===== config.mk =====
export PLATFORM = sky130hd
export DESIGN_NAME = reg_load_seq_flat
export DESIGN_NICKNAME = d
export VERILOG_FILES = /design/src/rtl/reg_load_seq_pkg.sv /design/src/rtl/reg_load_seq_if.sv /design/src/rtl/reg_load_seq.sv /design/src/flat_wrapper.sv
export SDC_FILE = /design/constraint.sdc
export NUM_CORES = 1
export LEC_CHECK = 0
export CAP_MARGIN = 40
export CORE_MARGIN = 2
export CORE_UTILIZATION = 40
export DETAILED_ROUTE_END_ITERATION = 10
export GPL_TIMING_DRIVEN = 0
export PLACE_DENSITY = 0.73
export SETUP_SLACK_MARGIN = 0.02
export SLEW_MARGIN = 10
export SYNTH_ARGS = -nofsm -noshare
export SYNTH_HDL_FRONTEND = slang
export SYNTH_SLANG_ARGS = --single-unit

===== constraint.sdc =====
create_clock -name clk -period 1.67 [get_ports clk]
set_clock_uncertainty 0.05 [all_clocks]
set_input_delay 0.167 -clock clk [delete_from_list [all_inputs] [get_ports clk]]
set_output_delay 0.167 -clock clk [all_outputs]
set_load 0.005 [all_outputs]

===== src/rtl/reg_load_seq_pkg.sv =====
// Shared definitions for the register load sequencer.
//   ld_state_e : 2-bit sequencer state encoding
//   DEST_A/B   : destination register select values
//   ext_hi     : high byte for a byte load (zero or sign fill)
package reg_load_seq_pkg;

  typedef enum logic [1:0] {
    IDLE  = 2'd0,
    RD_LO = 2'd1,
    RD_HI = 2'd2,
    WRITE = 2'd3
  } ld_state_e;

  localparam logic DEST_A = 1'b0;
  localparam logic DEST_B = 1'b1;

  // High byte of a byte load: replicated bit 7 when sign-extending, else zero.
  function automatic logic [7:0] ext_hi(input logic [7:0] lo, input logic sext);
    return (sext && lo[7]) ? 8'hFF : 8'h00;
  endfunction

endpackage


===== src/rtl/reg_load_seq_if.sv =====
// Bus bundle for the register load sequencer.
//   ld_*      : load request from the control side (ld_start sampled in IDLE)
//   busy      : sequencer occupied
//   mem_*     : byte-wide memory read handshake (req held until ack)
//   sec_*     : assembled value and per-register write strobes
// slave  : the sequencer's view; master : the requester/memory side.
interface reg_load_seq_if;
  logic        ld_start;
  logic [15:0] ld_addr;
  logic        ld_dest;
  logic        ld_byte;
  logic        ld_sext;
  logic        busy;
  logic [15:0] mem_addr;
  logic        mem_req;
  logic        mem_ack;
  logic [7:0]  mem_rdata;
  logic [15:0] sec_out;
  logic        sec_we_a;
  logic        sec_we_b;

  modport slave (
    input  ld_start, ld_addr, ld_dest, ld_byte, ld_sext, mem_ack, mem_rdata,
    output busy, mem_addr, mem_req, sec_out, sec_we_a, sec_we_b
  );

  modport master (
    output ld_start, ld_addr, ld_dest, ld_byte, ld_sext, mem_ack, mem_rdata,
    input  busy, mem_addr, mem_req, sec_out, sec_we_a, sec_we_b
  );
endinterface


===== src/rtl/reg_load_seq.sv =====
// Register load sequencer: fetches a byte or little-endian 16-bit word from
// byte-wide memory and strobes it into general register A or B.
// Ports:
//   clk  : clock, rising edge
//   rst  : asynchronous active-high reset
//   bus  : reg_load_seq_if.slave (load request, memory handshake, write port)
// Outputs are decoded from state and holding registers, so every output is
// at its reset value as soon as rst rises.
module reg_load_seq
  import reg_load_seq_pkg::*;
(
  input logic          clk,
  input logic          rst,
  reg_load_seq_if.slave bus
);

  ld_state_e   state_q, state_d;
  logic [15:0] addr_q;
  logic        dest_q;
  logic        byte_q;
  logic        sext_q;
  logic [7:0]  lo_q;
  logic [7:0]  hi_q;

  always_ff @(posedge clk or posedge rst) begin
    if (rst) state_q <= IDLE;
    else     state_q <= state_d;
  end

  always_comb begin
    state_d = state_q;
    case (state_q)
      IDLE:    if (bus.ld_start) state_d = RD_LO;
      RD_LO:   if (bus.mem_ack)  state_d = byte_q ? WRITE : RD_HI;
      RD_HI:   if (bus.mem_ack)  state_d = WRITE;
      WRITE:   state_d = IDLE;
      default: state_d = IDLE;
    endcase
  end

  always_ff @(posedge clk or posedge rst) begin
    if (rst) begin
      addr_q <= 16'h0000;
      dest_q <= DEST_A;
      byte_q <= 1'b0;
      sext_q <= 1'b0;
      lo_q   <= 8'h00;
      hi_q   <= 8'h00;
    end else begin
      case (state_q)
        IDLE: if (bus.ld_start) begin
          addr_q <= bus.ld_addr;
          dest_q <= bus.ld_dest;
          byte_q <= bus.ld_byte;
          sext_q <= bus.ld_sext;
        end
        RD_LO: if (bus.mem_ack) begin
          lo_q <= bus.mem_rdata;
          // Byte loads never visit RD_HI, so the fill byte is settled here.
          if (byte_q) hi_q <= ext_hi(bus.mem_rdata, sext_q);
        end
        RD_HI: if (bus.mem_ack) hi_q <= bus.mem_rdata;
        default: ;
      endcase
    end
  end

  // 16-bit add wraps 0xFFFF to 0x0000 for the high-byte fetch.
  assign bus.mem_addr = (state_q == RD_HI) ? addr_q + 16'd1 : addr_q;
  assign bus.mem_req  = (state_q == RD_LO) || (state_q == RD_HI);
  assign bus.busy     = (state_q != IDLE);
  assign bus.sec_out  = {hi_q, lo_q};
  assign bus.sec_we_a = (state_q == WRITE) && (dest_q == DEST_A);
  assign bus.sec_we_b = (state_q == WRITE) && (dest_q == DEST_B);

endmodule


===== src/flat_wrapper.sv =====
// flat-port wrapper written by rule: the top's interface ports become plain ports
module reg_load_seq_flat import reg_load_seq_pkg::*;
  (clk, rst, bus_ld_start, bus_ld_addr, bus_ld_dest, bus_ld_byte, bus_ld_sext, bus_mem_ack, bus_mem_rdata, bus_busy, bus_mem_addr, bus_mem_req, bus_sec_out, bus_sec_we_a, bus_sec_we_b);
  reg_load_seq_if bus_i ();
  input logic clk;
  input logic rst;
  input wire logic [$bits(bus_i.ld_start)-1:0] bus_ld_start;
  input wire logic [$bits(bus_i.ld_addr)-1:0] bus_ld_addr;
  input wire logic [$bits(bus_i.ld_dest)-1:0] bus_ld_dest;
  input wire logic [$bits(bus_i.ld_byte)-1:0] bus_ld_byte;
  input wire logic [$bits(bus_i.ld_sext)-1:0] bus_ld_sext;
  input wire logic [$bits(bus_i.mem_ack)-1:0] bus_mem_ack;
  input wire logic [$bits(bus_i.mem_rdata)-1:0] bus_mem_rdata;
  output wire logic [$bits(bus_i.busy)-1:0] bus_busy;
  output wire logic [$bits(bus_i.mem_addr)-1:0] bus_mem_addr;
  output wire logic [$bits(bus_i.mem_req)-1:0] bus_mem_req;
  output wire logic [$bits(bus_i.sec_out)-1:0] bus_sec_out;
  output wire logic [$bits(bus_i.sec_we_a)-1:0] bus_sec_we_a;
  output wire logic [$bits(bus_i.sec_we_b)-1:0] bus_sec_we_b;
  assign bus_i.ld_start = bus_ld_start;
  assign bus_i.ld_addr = bus_ld_addr;
  assign bus_i.ld_dest = bus_ld_dest;
  assign bus_i.ld_byte = bus_ld_byte;
  assign bus_i.ld_sext = bus_ld_sext;
  assign bus_i.mem_ack = bus_mem_ack;
  assign bus_i.mem_rdata = bus_mem_rdata;
  assign bus_busy = bus_i.busy;
  assign bus_mem_addr = bus_i.mem_addr;
  assign bus_mem_req = bus_i.mem_req;
  assign bus_sec_out = bus_i.sec_out;
  assign bus_sec_we_a = bus_i.sec_we_a;
  assign bus_sec_we_b = bus_i.sec_we_b;
  reg_load_seq u_core (.clk(clk), .rst(rst), .bus(bus_i));
endmodule

==> qor.csv, run 1 <==
metric,value,unit
outcome,"finished, violations left",
violated checks,setup timing,
cts-stage hold buffer count,0,
wl on met1,2050,µm
share of the synthesized area in the top cell type,0.504,
DPL Wire Length,3030,µm
"Seq/Total Area, Yosys",0.504,
family with the most delay on the worst path,buffers and inverters,
P&R area growth vs syn,65.8,%
setup violators final,45,
CP max-delay cell,dfrtp_1,
reg2reg setup slack,-0.11,ns
gr usage total,0.185,
CTS tree,yes,
RR Endpoint,u_core.state_q[1],
highest metal used,met4,
antenna violations before repair,0,
worst-skew pair later-pin latency,0.28,ns
Post-synth ARST share,1.00,
leading area contributor after synthesis,dfrtp_1,
nets,293,
Critical Path Start Type,register,
nature of the critical path endpoint,output pin,
setup ws final,-0.482,ns
Most common cell on crit path,buf_6,
DRT iter0 DRCs,64,
routed wire length,4700,µm
fin crit period,2.15,ns
vias in the first global route,1505,
placed cell area,2570,µm²
hold crit path type,in -> async,
n_diodes,0,
#FFs+latches synth,37,
Rel. slew slack,0.484,
RSZ-0062 raised after global routing,yes,
cell count after synthesis,157,
WL per Instance,15.2,µm
Tot Pwr,0.00562,W
CTS root buf,clkbuf_8,
Mapped Avg Cell Area,11.7,µm²
core area,4380,µm²
CTS sink cnt,37,
Synth top cells by count,"dfrtp_1 (37), mux2_2 (18), nand2_1 (17), mux2_1 (11), xnor2_1 (11)",
global route overflow,0,
Synth area leaders,"dfrtp_1 (50%), mux2_2 (11%), mux2_1 (6.7%)",
fin crit share,1.29,
RD Place Congestion,0.777,
"EDFF count, synth",0,
Max H-tree Level,2,
Num CTS Buffers,5,
share of cells above drive strength 1,0.447,
most common cell in the netlist,dfrtp_1,
yosys warns,0,
Worst Path Required,1.45,ns
FP Rows,24,
FF-to-FF Start,u_core.state_q[0],
drt pass-1 iters,4,
vias,1523,
Slew @ Worst Pin,0.772,ns
"Hold Vio Cnt, Final",0,
Post-Layout Inst Area,3040,µm²
metal3 WL,239,µm
Buf/Inv on CP,5,
largest net degree at the start of global routing,38,
met2 WL,2340,µm
worst path cell trace,"inv_2, ha_4, buf_6, nand4_4, buf_6, nor3_4, buf_4, nand3_2, xnor2_1, buf_2",
kind of critical path,reg -> out,
Critical Path Fanout Max,3,
IO Pins,67,
Max Cap Viol,0,
die height,71.7,µm
largest stage delay on the critical path,0.40,ns
first-pass GRT wire length,7420,µm
Synth cell types,25,
max frequency,465,MHz
clock slew at reported path FFs,0.07,ns
ANT nets after route,0,
Chip Width,71.7,µm
crit path DAT,1.93,ns
Reg2Reg Depth,9,
worst vdd ir,0.872,mV
die area,5150,µm²
PortBufs,66,
Mapped Nets,194,
Initial Util,0.419,
DR vias/cell,4.93,
Pleak,1.35,nW
dominant synthesized flop cell,dfrtp_1,
max-slew violations,0,
Clock Path Buffers,2,
"Cell Area, Synth",1840,µm²
number of remaining DRC errors,0,
Cell Pwr Density,1840,nW/µm²
-- flip-flops by register name (all words and copies together), names as in the netlist --
name / cells
u_core.addr_q: 16
u_core.hi_q: 8
u_core.lo_q: 8
u_core.state_q: 2
u_core.byte_q: 1
u_core.dest_q: 1
u_core.sext_q: 1
-- through the flow --
stage	hold slack [ns]	utilization	setup WS [ns]	std cells	TNS [ns]
detailed placement	0.425	0.586	-0.731	275	-11.47
global route	0.360	0.694	-0.632	309	-9.32
global placement	0.419	0.586	-0.670	275	-19.89
CTS	0.343	0.650	-0.556	299	-5.61
finish	0.292	0.694	-0.482	309	-6.34
floorplan	0.249	-	-0.00227	157	-0.00227
-- worst register-to-register path: stages (launching register included) --
cell and delay [ns]:
dfrtp_1 0.40, inv_2 0.09, ha_4 0.13, buf_6 0.10, buf_4 0.12, buf_6 0.12
buf_6 0.12, nor2_4 0.04, o22ai_4 0.17, mux2_4 0.32
-- worst max path at each step --
stage,startpoint,end,depth (start not counted),slack [ns]
floorplan,u_core.state_q[0],bus_mem_addr[15],7,-0.002
finish,u_core.state_q[0],bus_mem_addr[12],10,-0.48
detailed placement,u_core.state_q[0],bus_mem_addr[15],8,-0.73
global placement,u_core.state_q[0],bus_mem_addr[15],8,-0.67
global route,u_core.addr_q[1],bus_mem_addr[12],7,-0.63
CTS,u_core.state_q[0],bus_mem_addr[15],9,-0.56
-- final cells by class --
type / instances / area [µm²]
sequential: 37 / 927
fill: 343 / 1340
clock inverter: 2 / 10.0
inverter: 5 / 26.3
multi-input combinational: 111 / 1060
timing repair buffer: 92 / 816
tap: 52 / 65.1
clock buffer: 6 / 72.6
buffer: 4 / 62.6
-- cell families after synthesis --
family,count (synthesis),synth area share
buf+inv,9,0.0239
xor+xnor,15,0.0716
flops,37,0.504
mux,29,0.178
simple gates,41,0.123
compound gates,20,0.0579
fa+ha+maj,6,0.0409
-- placed cells by master (no fill, tap or decap), types with 3 or more instances in the layout --
master | netlist | layout
ha_4 | 0 | 3
clkbuf_8 | 0 | 5
buf_4 | 0 | 17
xor2_1 | 4 | 4
nor2_2 | 0 | 3
buf_2 | 2 | 15
xnor2_1 | 11 | 10
clkdlybuf4s50_1 | 0 | 46
nand4_1 | 5 | 5
a21oi_1 | 7 | 3
clkbuf_2 | 0 | 3
mux2_1 | 11 | 5
o21ai_1 | 9 | 8
nand3_1 | 5 | 3
dfrtp_1 | 37 | 36
buf_6 | 1 | 11
mux2_4 | 0 | 7
nand2_1 | 17 | 12
mux2_2 | 18 | 17
a21oi_2 | 0 | 4
-- timing repair --
item,CTS,global route
endpoints found under the hold margin,0,0
endpoints found under the setup margin,39,48
pin swaps,19,15
gates cloned,0,2
resized for setup,102,42
buffers inserted,16,9
-- report_power, final --
part / total [W] / switching, W / internal [W]
logic: 0.00322 / 0.00127 / 0.00195
clock network: 0.000614 / 0.000324 / 0.000290
registers: 0.00178 / 0.000415 / 0.00137
total: 0.00562 / 0.00201 / 0.00361
-- per-layer routing --
layer | GRT usage | vias to the layer above
met5 | 0 | -
met3 | 0.0549 | 6
met1 | 0.247 | 728
met4 | 0.0461 | 0
met2 | 0.295 | 44
li1 | - | 745
Note: power is estimated with default switching activity, not from simulation.
==> run 2: changes to the inputs <==
CORE_MARGIN = 4   (was 2)
RECOVER_POWER = 100   (was default)
==> run 2 against run 1 <==
Against the previous run:
- the run still ends with setup timing left
- largest power group unchanged
- count of clock-buffer cells in the layout grew 1
- clock power grew 3%
- global-route usage shrank 1.2 points
- routed wire length grew 4.1%
- largest cell class unchanged
- via count grew 2.6%
- flip-flop and latch count is the same
- critical endpoint unchanged
- final area shrank 1.8%
- cell count shrank 1.9%
- setup slack lost 0.027 ns
- register-to-register slack lost 0.08 ns
- sequential power is essentially flat
==> qor.csv, run 2 (synthesis results as in run 1) <==
metric,value,unit
outcome,"finished, violations left",
violated checks,setup timing,
hold crit path type,in -> reg,
setup violators final,34,
Max Cap Viol,0,
final non-filler cell total,303,
IO Pins,67,
power share of the sequential group,0.332,
clock slew at reported path FFs,0.07,ns
nature of the critical path endpoint,output pin,
Clock Path Buffers,2,
met3 Resource Use GR,0.0620,
vias,1562,
RSZ-0062 raised after global routing,yes,
Cell Pwr Density,1830,nW/µm²
antenna violations before repair,0,
"Most flops, register",u_core.addr_q,
Filler cells,354,
Psw,0.00198,W
DPL Wire Length,3110,µm
"Hold Vio Cnt, Final",0,
Critical Path Fanout Max,5,
die area,5740,µm²
share of cells above drive strength 1,0.410,
nets,288,
max reg flops,16,
routed wire length,4890,µm
P_int,0.00348,W
n_diodes,0,
RD Place Congestion,0.772,
vias in the first global route,1572,
dpl cells,275,
CTS root buf,clkbuf_8,
Initial Util,0.419,
kind of critical path,reg -> out,
"commonest non-fill, non-tap cell in the layout",dfrtp_1,
FP Rows,24,
fin crit share,1.30,
Rel. slew slack,0.461,
ANT nets after route,0,
CTS tree,yes,
gr usage total,0.172,
drt pass-1 iters,4,
largest net degree at the start of global routing,38,
Clock power frac,0.116,
CTS sink cnt,37,
crit path DAT,1.96,ns
fin crit period,2.18,ns
global route overflow,0,
max frequency,459,MHz
met2 Track Usage GR,0.286,
DR vias/cell,5.16,
PortBufs,66,
Chip Width,75.7,µm
WL per Instance,16.2,µm
worst-skew pair later-pin latency,0.28,ns
GRT met1 Usage,0.210,
number of remaining DRC errors,0,
Critical Path Start Type,register,
"commonest non-fill, non-tap cells in the layout","dfrtp_1 (34), clkdlybuf4s50_1 (30), mux2_2 (17), dlygate4sd3_1 (17), buf_4 (15)",
Switching Share,0.362,
P&R area growth vs syn,62.8,%
Largest regs,"u_core.addr_q (16), u_core.hi_q (8), u_core.lo_q (8)",
first-pass GRT wire length,7380,µm
Max H-tree Level,2,
cts-stage hold buffer count,0,
Fin Setup TNS,-7.12,ns
Worst Path Required,1.45,ns
worst vdd ir,0.956,mV
die height,75.7,µm
core area,4380,µm²
Num CTS Buffers,5,
Pleak,1.33,nW
Slew @ Worst Pin,0.807,ns
max-slew violations,0,
setup ws final,-0.509,ns
DRT iter0 DRCs,47,
GRT busiest layer,met2,
Comb pwr share,0.553,
Tot Pwr,0.00546,W
==> run 2: cell count changes in the layout (fill, tap and decap cells not counted), moves of 3 or more <==
cell and delta:
a21oi_1 -3, a21oi_2 +3, buf_6 -4, clkdlybuf4s50_1 -16, dlygate4sd2_1 +4, dlygate4sd3_1 +17
mux2_1 +6, mux2_4 -6
==> run 2: power by group through the flow <==
stage / clock [W] / sequential, W / combinational, W
2_1_floorplan: 0 / 0.00172 / 0.00124
3_3_place_gp: 0 / 0.00176 / 0.00249
3_5_place_dp: 0 / 0.00178 / 0.00254
4_1_cts: 0.000648 / 0.00176 / 0.00283
5_1_grt: 0.000685 / 0.00188 / 0.00331
6_report: 0.000632 / 0.00181 / 0.00302
==> run 2: metrics by stage <==
step / cell area, µm² / utilization / hold slack [ns] / setup slack [ns]
global placement: 2570 / 0.586 / 0.417 / -0.672
finish: 2990 / 0.682 / 0.417 / -0.509
floorplan: 1840 / - / 0.249 / -0.00227
global route: 2990 / 0.682 / 0.414 / -0.580
CTS: 2820 / 0.644 / 0.324 / -0.593
detailed placement: 2570 / 0.586 / 0.428 / -0.711
==> run 2: critical path, cell delays in order, from the launching register on <==
cell	delay [ns]
dfrtp_2	0.42
ha_4	0.17
nand4_1	0.15
buf_4	0.19
nor3_4	0.23
buf_4	0.15
nand3_2	0.08
xnor2_2	0.14
buf_2	0.13
==> run 2: area by class of cell <==
class	instances	area [µm²]	area share
buffer	4	58.8	0.0197
clock buffer	7	86.3	0.0289
timing repair buffer	87	783	0.262
inverter	5	18.8	0.00628
sequential	37	930	0.311
tap	52	65.1	0.0218
multi-input combinational	111	1050	0.350
==> run 2: routing by layer <==
metal | wire [µm] | up-vias
met4 | 83 | 0
met1 | 1910 | 768
met2 | 2490 | 52
met3 | 415 | 9
met5 | 0 | -
li1 | - | 733
==> run 2: final timing paths <==
check / startpoint / cells after the start / to / slack, ns
worst max-delay path: u_core.addr_q[1] / 8 / bus_mem_addr[12] / -0.51
worst min-delay path: bus_ld_addr[1] / 2 / u_core.addr_q[1] / 0.42
worst max register to register: u_core.state_q[0] / 11 / u_core.hi_q[2] / -0.19
worst min register to register: u_core.hi_q[5] / 2 / u_core.hi_q[5] / 0.43
max in group asynchronous: rst / 2 / u_core.addr_q[2] / 0.58
min in group asynchronous: rst / 2 / u_core.addr_q[12] / 0.44
==> run 2: timing repair <==
item	in CTS	in global routing
buffers inserted	14	7
hold endpoints to repair	0	0
pin swaps	15	16
gates resized for setup	89	38
setup endpoints to repair	39	40
